[config.mk]
export PLATFORM = sky130hd
export DESIGN_NAME = mux_scan_ctrl
export DESIGN_NICKNAME = d
export VERILOG_FILES = /design/src/rtl/mux_scan_pkg.sv /design/src/rtl/next_chan_find.sv /design/src/rtl/mux_scan_ctrl.sv
export SDC_FILE = /design/constraint.sdc
export NUM_CORES = 1
export LEC_CHECK = 0
export BUFFER_PORTS_ARGS = -buffer_cell sky130_fd_sc_hd__buf_4
export CORE_ASPECT_RATIO = 0.6
export CORE_MARGIN = 5
export CORE_UTILIZATION = 49
export CTS_CLUSTER_SIZE = 12
export DETAILED_ROUTE_END_ITERATION = 7
export HOLD_SLACK_MARGIN = 0.03
export PLACE_DENSITY = 0.75
export SLEW_MARGIN = 20
export SYNTH_ARGS = -nofsm -noshare
export SYNTH_HDL_FRONTEND = slang
export SYNTH_SLANG_ARGS = --single-unit
export TNS_END_PERCENT = 30
[constraint.sdc]
create_clock -name clk -period 4.85 [get_ports clk]
set_input_delay 0.2425 -clock clk [delete_from_list [all_inputs] [get_ports clk]]
set_output_delay 0.2425 -clock clk [all_outputs]
set_load 0.05 [all_outputs]
[src/rtl/mux_scan_pkg.sv]
// Shared definitions for the mux select sequencer: state encoding, limits and
// the channel-to-select mapping imposed by the downstream mux gate equations.
package mux_scan_pkg;

    typedef enum logic [1:0] {
        IDLE    = 2'd0,
        SETTLE  = 2'd1,
        PRESENT = 2'd2
    } state_t;

    localparam int DWELL_MAX = 15;

    // Returns {sel1, sel0}; the mux wires sel1 to the low channel bit.
    function automatic logic [1:0] chan_sel(input logic [1:0] chan);
        return {chan[0], chan[1]};
    endfunction

endpackage

[src/rtl/next_chan_find.sv]
// Finds the next enabled channel strictly above chan, or the lowest enabled
// channel when from_start is set (the "chan = -1" case).
module next_chan_find (
    input  logic [3:0] mask,
    input  logic [1:0] chan,
    input  logic       from_start,
    output logic [1:0] next_chan,
    output logic       found
);

    always_comb begin
        next_chan = 2'd0;
        found     = 1'b0;
        for (int i = 0; i < 4; i++) begin
            if (!found && mask[i] && (from_start || 2'(i) > chan)) begin
                next_chan = 2'(i);
                found     = 1'b1;
            end
        end
    end

endmodule

[src/rtl/mux_scan_ctrl.sv]
// Steps the 4-to-1 mux select through the enabled channels, dwells DWELL cycles
// on each, samples f, and presents the collected bits as one frame.
module mux_scan_ctrl
    import mux_scan_pkg::*;
#(
    parameter int DWELL = 2
) (
    input  logic       clk,
    input  logic       rst_n,
    input  logic       start,
    input  logic [3:0] en_mask,
    input  logic       f,
    output logic       sel1,
    output logic       sel0,
    output logic       busy,
    output logic [3:0] frame,
    output logic       frame_valid,
    input  logic       frame_ready
);

    localparam logic [3:0] DWELL_LOAD = 4'(DWELL - 1);

    state_t     state, state_nxt;
    logic [3:0] mask;
    logic [3:0] shadow;
    logic [3:0] merged;
    logic [1:0] chan;
    logic [3:0] cnt;
    logic [1:0] nxt_chan, first_chan;
    logic       nxt_found, first_found;
    logic       accept_start, sample, last_sample;

    next_chan_find u_next (
        .mask       (mask),
        .chan       (chan),
        .from_start (1'b0),
        .next_chan  (nxt_chan),
        .found      (nxt_found)
    );

    next_chan_find u_first (
        .mask       (en_mask),
        .chan       (2'd0),
        .from_start (1'b1),
        .next_chan  (first_chan),
        .found      (first_found)
    );

    // Handshake: frame transfers on a cycle where frame_valid & frame_ready.
    // A start on that same cycle chains straight into the next scan.
    always_comb begin
        accept_start = start && first_found &&
                       (state == IDLE || (state == PRESENT && frame_ready));
        sample       = (state == SETTLE) && (cnt == 4'd0);
        last_sample  = sample && !nxt_found;
        merged       = shadow;
        merged[chan] = f;
        busy         = (state == SETTLE);
        frame_valid  = (state == PRESENT);
    end

    always_comb begin
        state_nxt = state;
        case (state)
            IDLE:    if (accept_start) state_nxt = SETTLE;
            SETTLE:  if (last_sample) state_nxt = PRESENT;
            PRESENT: if (frame_ready) state_nxt = accept_start ? SETTLE : IDLE;
            default: state_nxt = IDLE;
        endcase
    end

    always_ff @(posedge clk or negedge rst_n) begin
        if (!rst_n) state <= IDLE;
        else        state <= state_nxt;
    end

    always_ff @(posedge clk or negedge rst_n) begin
        if (!rst_n) begin
            sel1   <= 1'b0;
            sel0   <= 1'b0;
            frame  <= 4'd0;
            mask   <= 4'd0;
            shadow <= 4'd0;
            chan   <= 2'd0;
            cnt    <= 4'd0;
        end else if (accept_start) begin
            mask         <= en_mask;
            shadow       <= 4'd0;
            chan         <= first_chan;
            {sel1, sel0} <= chan_sel(first_chan);
            cnt          <= DWELL_LOAD;
        end else if (state == SETTLE) begin
            if (!sample) begin
                cnt <= cnt - 4'd1;
            end else begin
                shadow[chan] <= f;
                if (nxt_found) begin
                    chan         <= nxt_chan;
                    {sel1, sel0} <= chan_sel(nxt_chan);
                    cnt          <= DWELL_LOAD;
                end else begin
                    frame        <= merged;
                    {sel1, sel0} <= 2'b00;
                end
            end
        end
    end

endmodule
==> results of run 1 <==
==> Yosys cell counts (3+ instances only) <==
library cell  number  area share [%]
inv_1              6             2.0
or3_1              3             1.7
nand2b_1           5             2.8
a21oi_1            9             4.0
nor2b_1            3             1.7
nand3_1            4             1.8
nor2_1             6             2.0
nand2_1           14             4.7
o21ai_0            4             1.8
mux2_2             7             7.1
dfrtp_1           21              47
==> cell type report <==
| type | instances | area, sq um | share of cell area [%] |
|---|---|---|---|
| Multi-Input combinational cell | 80 | 549 | 41.9 |
| Sequential cell | 21 | 526 | 40.1 |
| Timing Repair Buffer | 17 | 130 | 9.93 |
| Clock buffer | 4 | 45.0 | 3.44 |
| Tap cell | 30 | 37.5 | 2.87 |
| Inverter | 6 | 22.5 | 1.72 |
==> power by group <==
part	leakage [nW]	internal (W)	total (W)	switching, W
clock network	0.0228	0.0000585	0.000113	0.0000540
logic	0.327	0.000199	0.000500	0.000302
registers	0.269	0.000256	0.000342	0.0000866
==> kinds of logic after synthesis <==
logic type	after synthesis	synth area share [%]
mux	8	7.98
compound gates	27	17.8
simple gates	44	22.0
buf+inv	11	3.93
fa+ha+maj	1	1.12
flops	21	47.2
==> what timing repair did <==
action | CTS | global route
hold buffers | 1 | 0
setup buffers | 0 | 0
hold endpoints to repair | 21 | 0
==> layer usage <==
metal	global-route usage [%]	wire length [um]	vias up
li1	-	-	433
met1	20.6	1130	430
met2	26.3	1110	15
met3	5.13	109	5
met4	3.37	16	0
met5	0	0	-
==> registers in the layout, indices dropped and copies added (netlist names) <==
| signal | cells |
|---|---|
| state | 2 |
| chan | 2 |
| mask | 3 |
| sel1 | 1 |
| frame | 4 |
| cnt | 4 |
| sel0 | 1 |
| shadow | 4 |
==> metrics by stage <==
step / power, W / std cells / instance area, sq um / util [%] / hold slack [ps]
floorplan: 0.000718 / 112 / 1110 / - / -53.1
global placement: 0.000825 / 153 / 1250 / 57.8 / 140
detailed placement: 0.000845 / 153 / 1250 / 58.0 / 142
CTS: 0.000963 / 158 / 1310 / 60.6 / 177
global route: 0.00102 / 158 / 1310 / 60.6 / 173
finish: 0.000955 / 158 / 1310 / 60.6 / 185
==> worst min-delay path by stage <==
stage / startpoint / end / cells after the start
after floorplan: rst_n / chan[0] / 0
after global placement: rst_n / cnt[0] / 1
after detailed placement: rst_n / state[1] / 1
after CTS: frame_ready / state[1] / 2
after global routing: frame_ready / state[1] / 2
final: en_mask[3] / mask[3] / 3
==> worst max-delay path, stage by stage (launching register included) <==
cell and delay, ps:
dfrtp_1 380, inv_1 100, ha_1 200, nand3b_4 110, nor3_4 340, o221ai_2 310
a311o_1 420
==> out/summary.txt, run 1 <==
Final wirelength: 2370 um
Period utilization: 40.7%
PD cells: 729 nW/um^2
Placement row count: 13
Element type at the critical path end: flop
Pin count of the biggest net entering global routing: 22
Filler instances: 182
Most common cell after layout, fill and taps aside: dfrtp_1
Post-Synthesis Cells: 112
RSZ-0062 raised after global routing: false
Crit Path Max Fanout: 9
Final Hold Vio Count: 0
Drt pass-1 iters: 4
Synth async-reset ratio: 100%
Post-Syn Area: 1110 sq um
Boundary Pins: 17
Clock skew: 3.57 ps
Most frequent cells in the layout: dfrtp_1, buf_4, nand2_1
Worst-margin pin slew: 811 ps
Outcome: completed
CTS tree: done
Initial Utilization: 51.5%
Synth unique cells: 35
CTS Sinks: 21
Core region area: 2160 sq um
HP Class: input port to flop
Pre-CTS setup slack: 2910 ps
Worst path required time: 4990 ps
Reg2reg path depth: 6
Max cap viols: 0
Max Slew Vio Count: 0
Vias: 883
Post-CTS sizing: 0
Die area: 3360 sq um
Layout area overhead: 17.6%
Worst reg2reg startpoint: cnt[0]
Vias per cell: 5.59
Max IR drop VDD: 0.370 mV
Wire per inst: 15.0 um
Yosys synthesis warning count: 0
Die height: 46.9 um
DRC: 0
Antenna-violating nets left: 0
Sequential share of the synthesized area: 47.2%
DR iter-0 viols: 55
Worst reg-to-reg setup slack: 2880 ps
GRT Total Usage: 15.7%
Worst-Skew Late Latency: 260 ps
Vias in the first global route: 790
Post-route minimum period: 1970 ps
Post-Syn Nets: 122
Leak: 0.618 nW
Final HPWL DP: 1680 um
Max-slew headroom: 45.7%
Worst setup SP type: flop
Critical path class: flop to flop
GPL Wtd Cong: 0.799
Crit path capture: cnt[0]
Yosys reg bits: 21
Share of cells above drive strength 1: 25.0%
# diodes: 0
Final number of setup-violating endpoints: 0
Worst-path clk slew: 70 ps
Critical path arrival: 2120 ps
Total gr overflow: 0
Clock Path Buffers: 2
First-pass GRT wire length: 3910 um
CTS buffer count: 3
Post-synth EDFFs: 0
Syn_area_per_cell: 9.94 sq um
Antenna violations before repair: 0
Horiz. Die Dim: 71.5 um
H-tree levels: 1
Final setup TNS: 0 ps
Worst setup margin: 2880 ps
Top_reg_cell synth: dfrtp_1
Worst Setup SP: cnt[0]
Reg2Reg Capture Point: cnt[0]
IO Port Bufs: 16
Max Clk Rate: 506 MHz
Final nets: 139
Clock root buffer: clkbuf_8
(Power assumes the default switching activity.)
==> inputs of run 2 (changes only) <==
- PLACE_DENSITY: 0.75 -> 0.78
- clock period: 4.85 -> 1.7 ns (I/O delays scaled with it)
==> out/summary.txt, run 2 (synthesis results as in run 1) <==
Most common cell after layout, fill and taps aside: buf_4
Final HPWL DP: 1780 um (+6.0%)
Max IR drop VDD: 1.34 mV (+260%)
Max cap viols: 0 (unchanged)
Vias: 985 (+12%)
Worst path required time: 1840 ps (-3150 ps)
Worst-path clk slew: 70 ps (about the same)
GRT Total Usage: 17.2% (+1.5 points)
Share of cells above drive strength 1: 34.8% (+9.8 points)
Slowest cell on crit path: dfrtp_1
Initial Utilization: 51.5% (unchanged)
Final setup TNS: 0 ps (unchanged)
Horiz. Die Dim: 71.5 um (unchanged)
Antenna-violating nets left: 0 (unchanged)
Antenna violations before repair: 0 (unchanged)
Die height: 46.9 um (unchanged)
Total gr overflow: 0 (unchanged)
Final number of setup-violating endpoints: 0 (unchanged)
Clock root buffer: clkbuf_8
CTS buffer count: 3 (unchanged)
Worst reg-to-reg setup slack: 50 ps (-2830 ps)
CP delay by family, top: compound AO/OA/AOI/OAI gates
Hold path startpoint: en_mask[2]
CTS tree: done
Vias per cell: 5.76 (+3.1%)
Worst hold stages: 3 (unchanged)
Max Slew Vio Count: 0 (unchanged)
DRC: 0 (unchanged)
Element type at the critical path end: flop
Vias in the first global route: 899 (+14%)
Critical path arrival: 1790 ps (-330 ps)
Critical Path, Cell by Cell: inv_2, ha_4, nand3b_4, nor3_4, o221ai_4, a311o_1
Clock skew: 3.19 ps (-0.380 ps)
PD cells: 2110 nW/um^2 (+190%)
Worst-margin pin slew: 498 ps (-312 ps)
Post-route minimum period: 1650 ps (-322 ps)
Placed Cells: 160 (+4.6%)
Reg2reg path depth: 6 (unchanged)
Most frequent cells in the layout: buf_4, dfrtp_1, nand2_1
CP max stage delay: 390 ps (-30 ps)
IO Port Bufs: 16 (unchanged)
Final nets: 152 (+9.4%)
Worst reg2reg startpoint: cnt[0]
Buf/Inv on CP: 1 (unchanged)
Final Hold Vio Count: 0 (unchanged)
CTS Sinks: 21 (unchanged)
RSZ-0062 raised after global routing: true
Critical path class: flop to flop
Worst-Skew Late Latency: 260 ps (about the same)
Clock Path Buffers: 2 (unchanged)
Final wirelength: 2630 um (+11%)
Max Clk Rate: 605 MHz (+19%)
Period utilization: 97.2% (+56 points)
DR iter-0 viols: 80 (+45%)
Die area: 3360 sq um (unchanged)
Min Hold Slack: 50.1 ps (-135 ps)
Wire per inst: 15.4 um (+2.2%)
H-tree levels: 1 (unchanged)
First-pass GRT wire length: 4310 um (+10%)
Area of the multi-input gates: 604 sq um (+10%)
Total power: 0.00309 W (+220%)
HP Class: input port to flop
Filler instances: 168 (-7.7%)
Final Non-Filler Cells: 171 (+8.2%)
Worst setup SP type: flop
Crit Path Max Fanout: 6 (-3)
Worst Hold End: mask[2]
Placement row count: 13 (unchanged)
Biggest regs: cnt x4, frame x4, shadow x4
Outcome: completed
# diodes: 0 (unchanged)
Core region area: 2160 sq um (unchanged)
GPL Wtd Cong: 0.825 (+3.2%)
Max-slew headroom: 66.6% (+21 points)
Layout area overhead: 31.9%
Register Area: 527 sq um (+0.24%)
Reg2Reg Capture Point: cnt[0]
Drt pass-1 iters: 4 (unchanged)
Pin count of the biggest net entering global routing: 22 (unchanged)
Boundary Pins: 17 (unchanged)
Leak: 0.684 nW (+11%)
-- run 2: area by class of cell --
class | instances | share of cell area [%]
tap | 30 | 2.56
inverter | 6 | 1.53
clock buffer | 4 | 3.07
sequential | 21 | 35.9
multi-input combinational | 81 | 41.1
timing repair buffer | 29 | 15.8
-- run 2: how the worst max path moves through the flow --
| stage | cells after the start | slack [ps] | startpoint | endpoint |
|---|---|---|---|---|
| floorplan | 6 | 20 | cnt[0] | cnt[0] |
| global placement | 6 | 20 | cnt[0] | chan[1] |
| CTS | 6 | 3 | cnt[0] | chan[0] |
| detailed placement | 6 | -90 | cnt[0] | chan[0] |
| finish | 6 | 50 | cnt[0] | cnt[0] |
| global route | 7 | -40 | cnt[0] | cnt[1] |
-- run 2: metal layers --
layer,part of all wire [%],global-route usage [%],wire (um)
met1,44,21.8,1140
met2,47,28.1,1230
met3,7.5,5.77,198
met4,1.9,6.74,50
met5,0,0,0
-- run 2: repair_timing --
action	CTS	global route
setup endpoints to repair	5	11
gates cloned	0	1
endpoints found under the hold margin	23	0
setup buffers	0	3
hold buffers	3	0
gates resized for setup	2	10
pin swaps	0	3
-- run 2: report_power, final --
part | switching, W | internal (W) | total [W] | leakage, nW
combinational | 0.00103 | 0.000772 | 0.00181 | 0.394
sequential | 0.000234 | 0.000733 | 0.000967 | 0.267
clock | 0.000156 | 0.000167 | 0.000323 | 0.0228
total | 0.00142 | 0.00167 | 0.00309 | 0.684
-- run 2: tightest hold or removal path, stage by stage --
cell	delay, ps
buf_4	90
nand2_1	50
nand2_1	50
-- run 2: stage by stage --
stage | setup WS [ps] | util [%] | instance area [sq um]
6_report | 47.6 | 67.9 | 1470
5_1_grt | -44.3 | 67.9 | 1470
4_1_cts | 2.82 | 64.4 | 1390
3_5_place_dp | -91.2 | 60.2 | 1300
3_3_place_gp | 24.9 | 60.2 | 1300
2_1_floorplan | 17.4 | - | 1110
==> inputs of run 3 (changes only) <==
- RECOVER_POWER: not set -> 100
==> out/summary.txt, run 3 (synthesis results as in run 1) <==
Critical path arrival: 1800 ps (about the same)
H-tree levels: 1 (unchanged)
Antenna-violating nets left: 0 (unchanged)
Final Non-Filler Cells: 171 (unchanged)
IO Port Bufs: 16 (unchanged)
Worst path required time: 1840 ps (about the same)
Final Core Density: 66.4% (-1.5 points)
Worst reg-to-reg setup slack: 50 ps (about the same)
Crit Path Max Fanout: 6 (unchanged)
Final HPWL DP: 1780 um (unchanged)
Placed Cells: 160 (unchanged)
Wire per inst: 15.3 um (-0.19%)
GPL Wtd Cong: 0.825 (unchanged)
Min Hold Slack: 50.9 ps (+0.769 ps)
Biggest regs: cnt x4, frame x4, shadow x4
GR peak layer: met2
Outcome: completed
Worst-Skew Late Latency: 260 ps (about the same)
Worst-path clk slew: 70 ps (about the same)
# diodes: 0 (unchanged)
Vias per cell: 5.69 (-1.2%)
Layout area overhead: 29.0%
Clock Path Buffers: 2 (unchanged)
DRC: 0 (unchanged)
Reg2reg path depth: 6 (unchanged)
Clock skew: 3.88 ps (+0.691 ps)
Vias: 973 (-1.2%)
Met2 Track Usage GR: 28.1% (unchanged)
Critical path class: flop to flop
Worst-margin pin slew: 1130 ps (+628 ps)
Horiz. Die Dim: 71.5 um (unchanged)
Die area: 3360 sq um (unchanged)
Placement row count: 13 (unchanged)
Final Hold Vio Count: 0 (unchanged)
GRT Total Usage: 17.2% (unchanged)
HP Class: input port to flop
Core region area: 2160 sq um (unchanged)
Max Clk Rate: 604 MHz (-0.13%)
CTS Sinks: 21 (unchanged)
First-pass GRT wire length: 4310 um (unchanged)
Boundary Pins: 17 (unchanged)
Most common cell after layout, fill and taps aside: dfrtp_1
Total power: 0.00302 W (-2.4%)
Worst Setup SP: cnt[0]
Total gr overflow: 0 (unchanged)
Max Slew Vio Count: 0 (unchanged)
M3 GR Usage: 5.77% (unchanged)
Final number of setup-violating endpoints: 0 (unchanged)
Vias in the first global route: 899 (unchanged)
Filler instances: 177 (+5.4%)
CTS tree: done
RSZ-0062 raised after global routing: true
CTS buffer count: 3 (unchanged)
Period utilization: 97.3% (+0.12 points)
Final nets: 152 (unchanged)
Drt pass-1 iters: 4 (unchanged)
Design area: 1440 sq um (-2.2%)
Met1 usage: 21.8% (unchanged)
Hold path startpoint: en_mask[2]
Clock root buffer: clkbuf_8
Max IR drop VDD: 1.29 mV (-3.7%)
Post-DP Area: 1300 sq um (unchanged)
Final wirelength: 2620 um (-0.19%)
Max-slew headroom: 24.9% (-42 points)
Max cap viols: 0 (unchanged)
Die height: 46.9 um (unchanged)
Reg2Reg Capture Point: cnt[0]
Post-route minimum period: 1650 ps (+2.09 ps)
DR iter-0 viols: 108 (+35%)
Most frequent cells in the layout: dfrtp_1, buf_4, nand2_1
Element type at the critical path end: flop
Worst reg2reg startpoint: cnt[0]
Leak: 0.652 nW (-4.7%)
Initial Utilization: 51.5% (unchanged)
Pin count of the biggest net entering global routing: 22 (unchanged)
Antenna violations before repair: 0 (unchanged)
Share of cells above drive strength 1: 29.1% (-5.7 points)
Worst Hold End: mask[2]
Worst setup SP type: flop
Worst hold stages: 3 (unchanged)
PD cells: 2100 nW/um^2 (-0.14%)
## run 3: cell types whose count changed in the layout (fill, tap and decap cells not counted)
cell | previous run | this run
clkbuf_1 | 1 | 9
clkbuf_2 | 0 | 1
buf_4 | 24 | 15
## run 3: how the worst max path moves through the flow
stage | cells past startpoint | slack (ps) | endpoint
floorplan | 6 | 20 | cnt[0]
global placement | 6 | 20 | chan[1]
detailed placement | 6 | -90 | chan[0]
CTS | 6 | 3 | chan[0]
global route | 7 | -40 | cnt[1]
finish | 6 | 50 | cnt[0]
## run 3: per-stage QoR
stage	TNS (ps)	setup slack, ps
6_report	0	45.5
5_1_grt	-229	-44.3
4_1_cts	0	2.82
3_5_place_dp	-278	-91.2
3_3_place_gp	0	24.9
2_1_floorplan	0	17.4
## run 3: repair_timing
action / in CTS / in global routing
endpoints found under the setup margin: 5 / 11
hold buffers: 3 / 0
hold endpoints to repair: 23 / 0
pin swaps: 0 / 3
gates cloned: 0 / 1
resized for setup: 2 / 10
buffers inserted: 0 / 3
## run 3: power breakdown
part	total, W	switching (W)	internal (W)
Sequential	0.000966	0.000233	0.000732
Clock	0.000325	0.000157	0.000167
Combinational	0.00173	0.00103	0.000699
## run 3: layout make-up
class / count / area, sq um / area share [%]
Clock buffer: 4 / 45.0 / 3.14
Inverter: 6 / 22.5 / 1.57
Multi-Input combinational cell: 81 / 604 / 42.1
Sequential cell: 21 / 527 / 36.7
Tap cell: 30 / 37.5 / 2.61
Timing Repair Buffer: 29 / 200 / 13.9
## run 3: metal layers
layer  wire [um]  vias up
met5           0        -
met4          44        0
met3         171        6
met2        1210       33
met1        1190      470
li1            -      464
## run 3: critical path: stages, from the launching register on
cell and delay, ps:
dfrtp_1 390, inv_2 110, ha_4 150, nand3b_4 100, nor3_4 260, o221ai_4 200, a311o_1 320
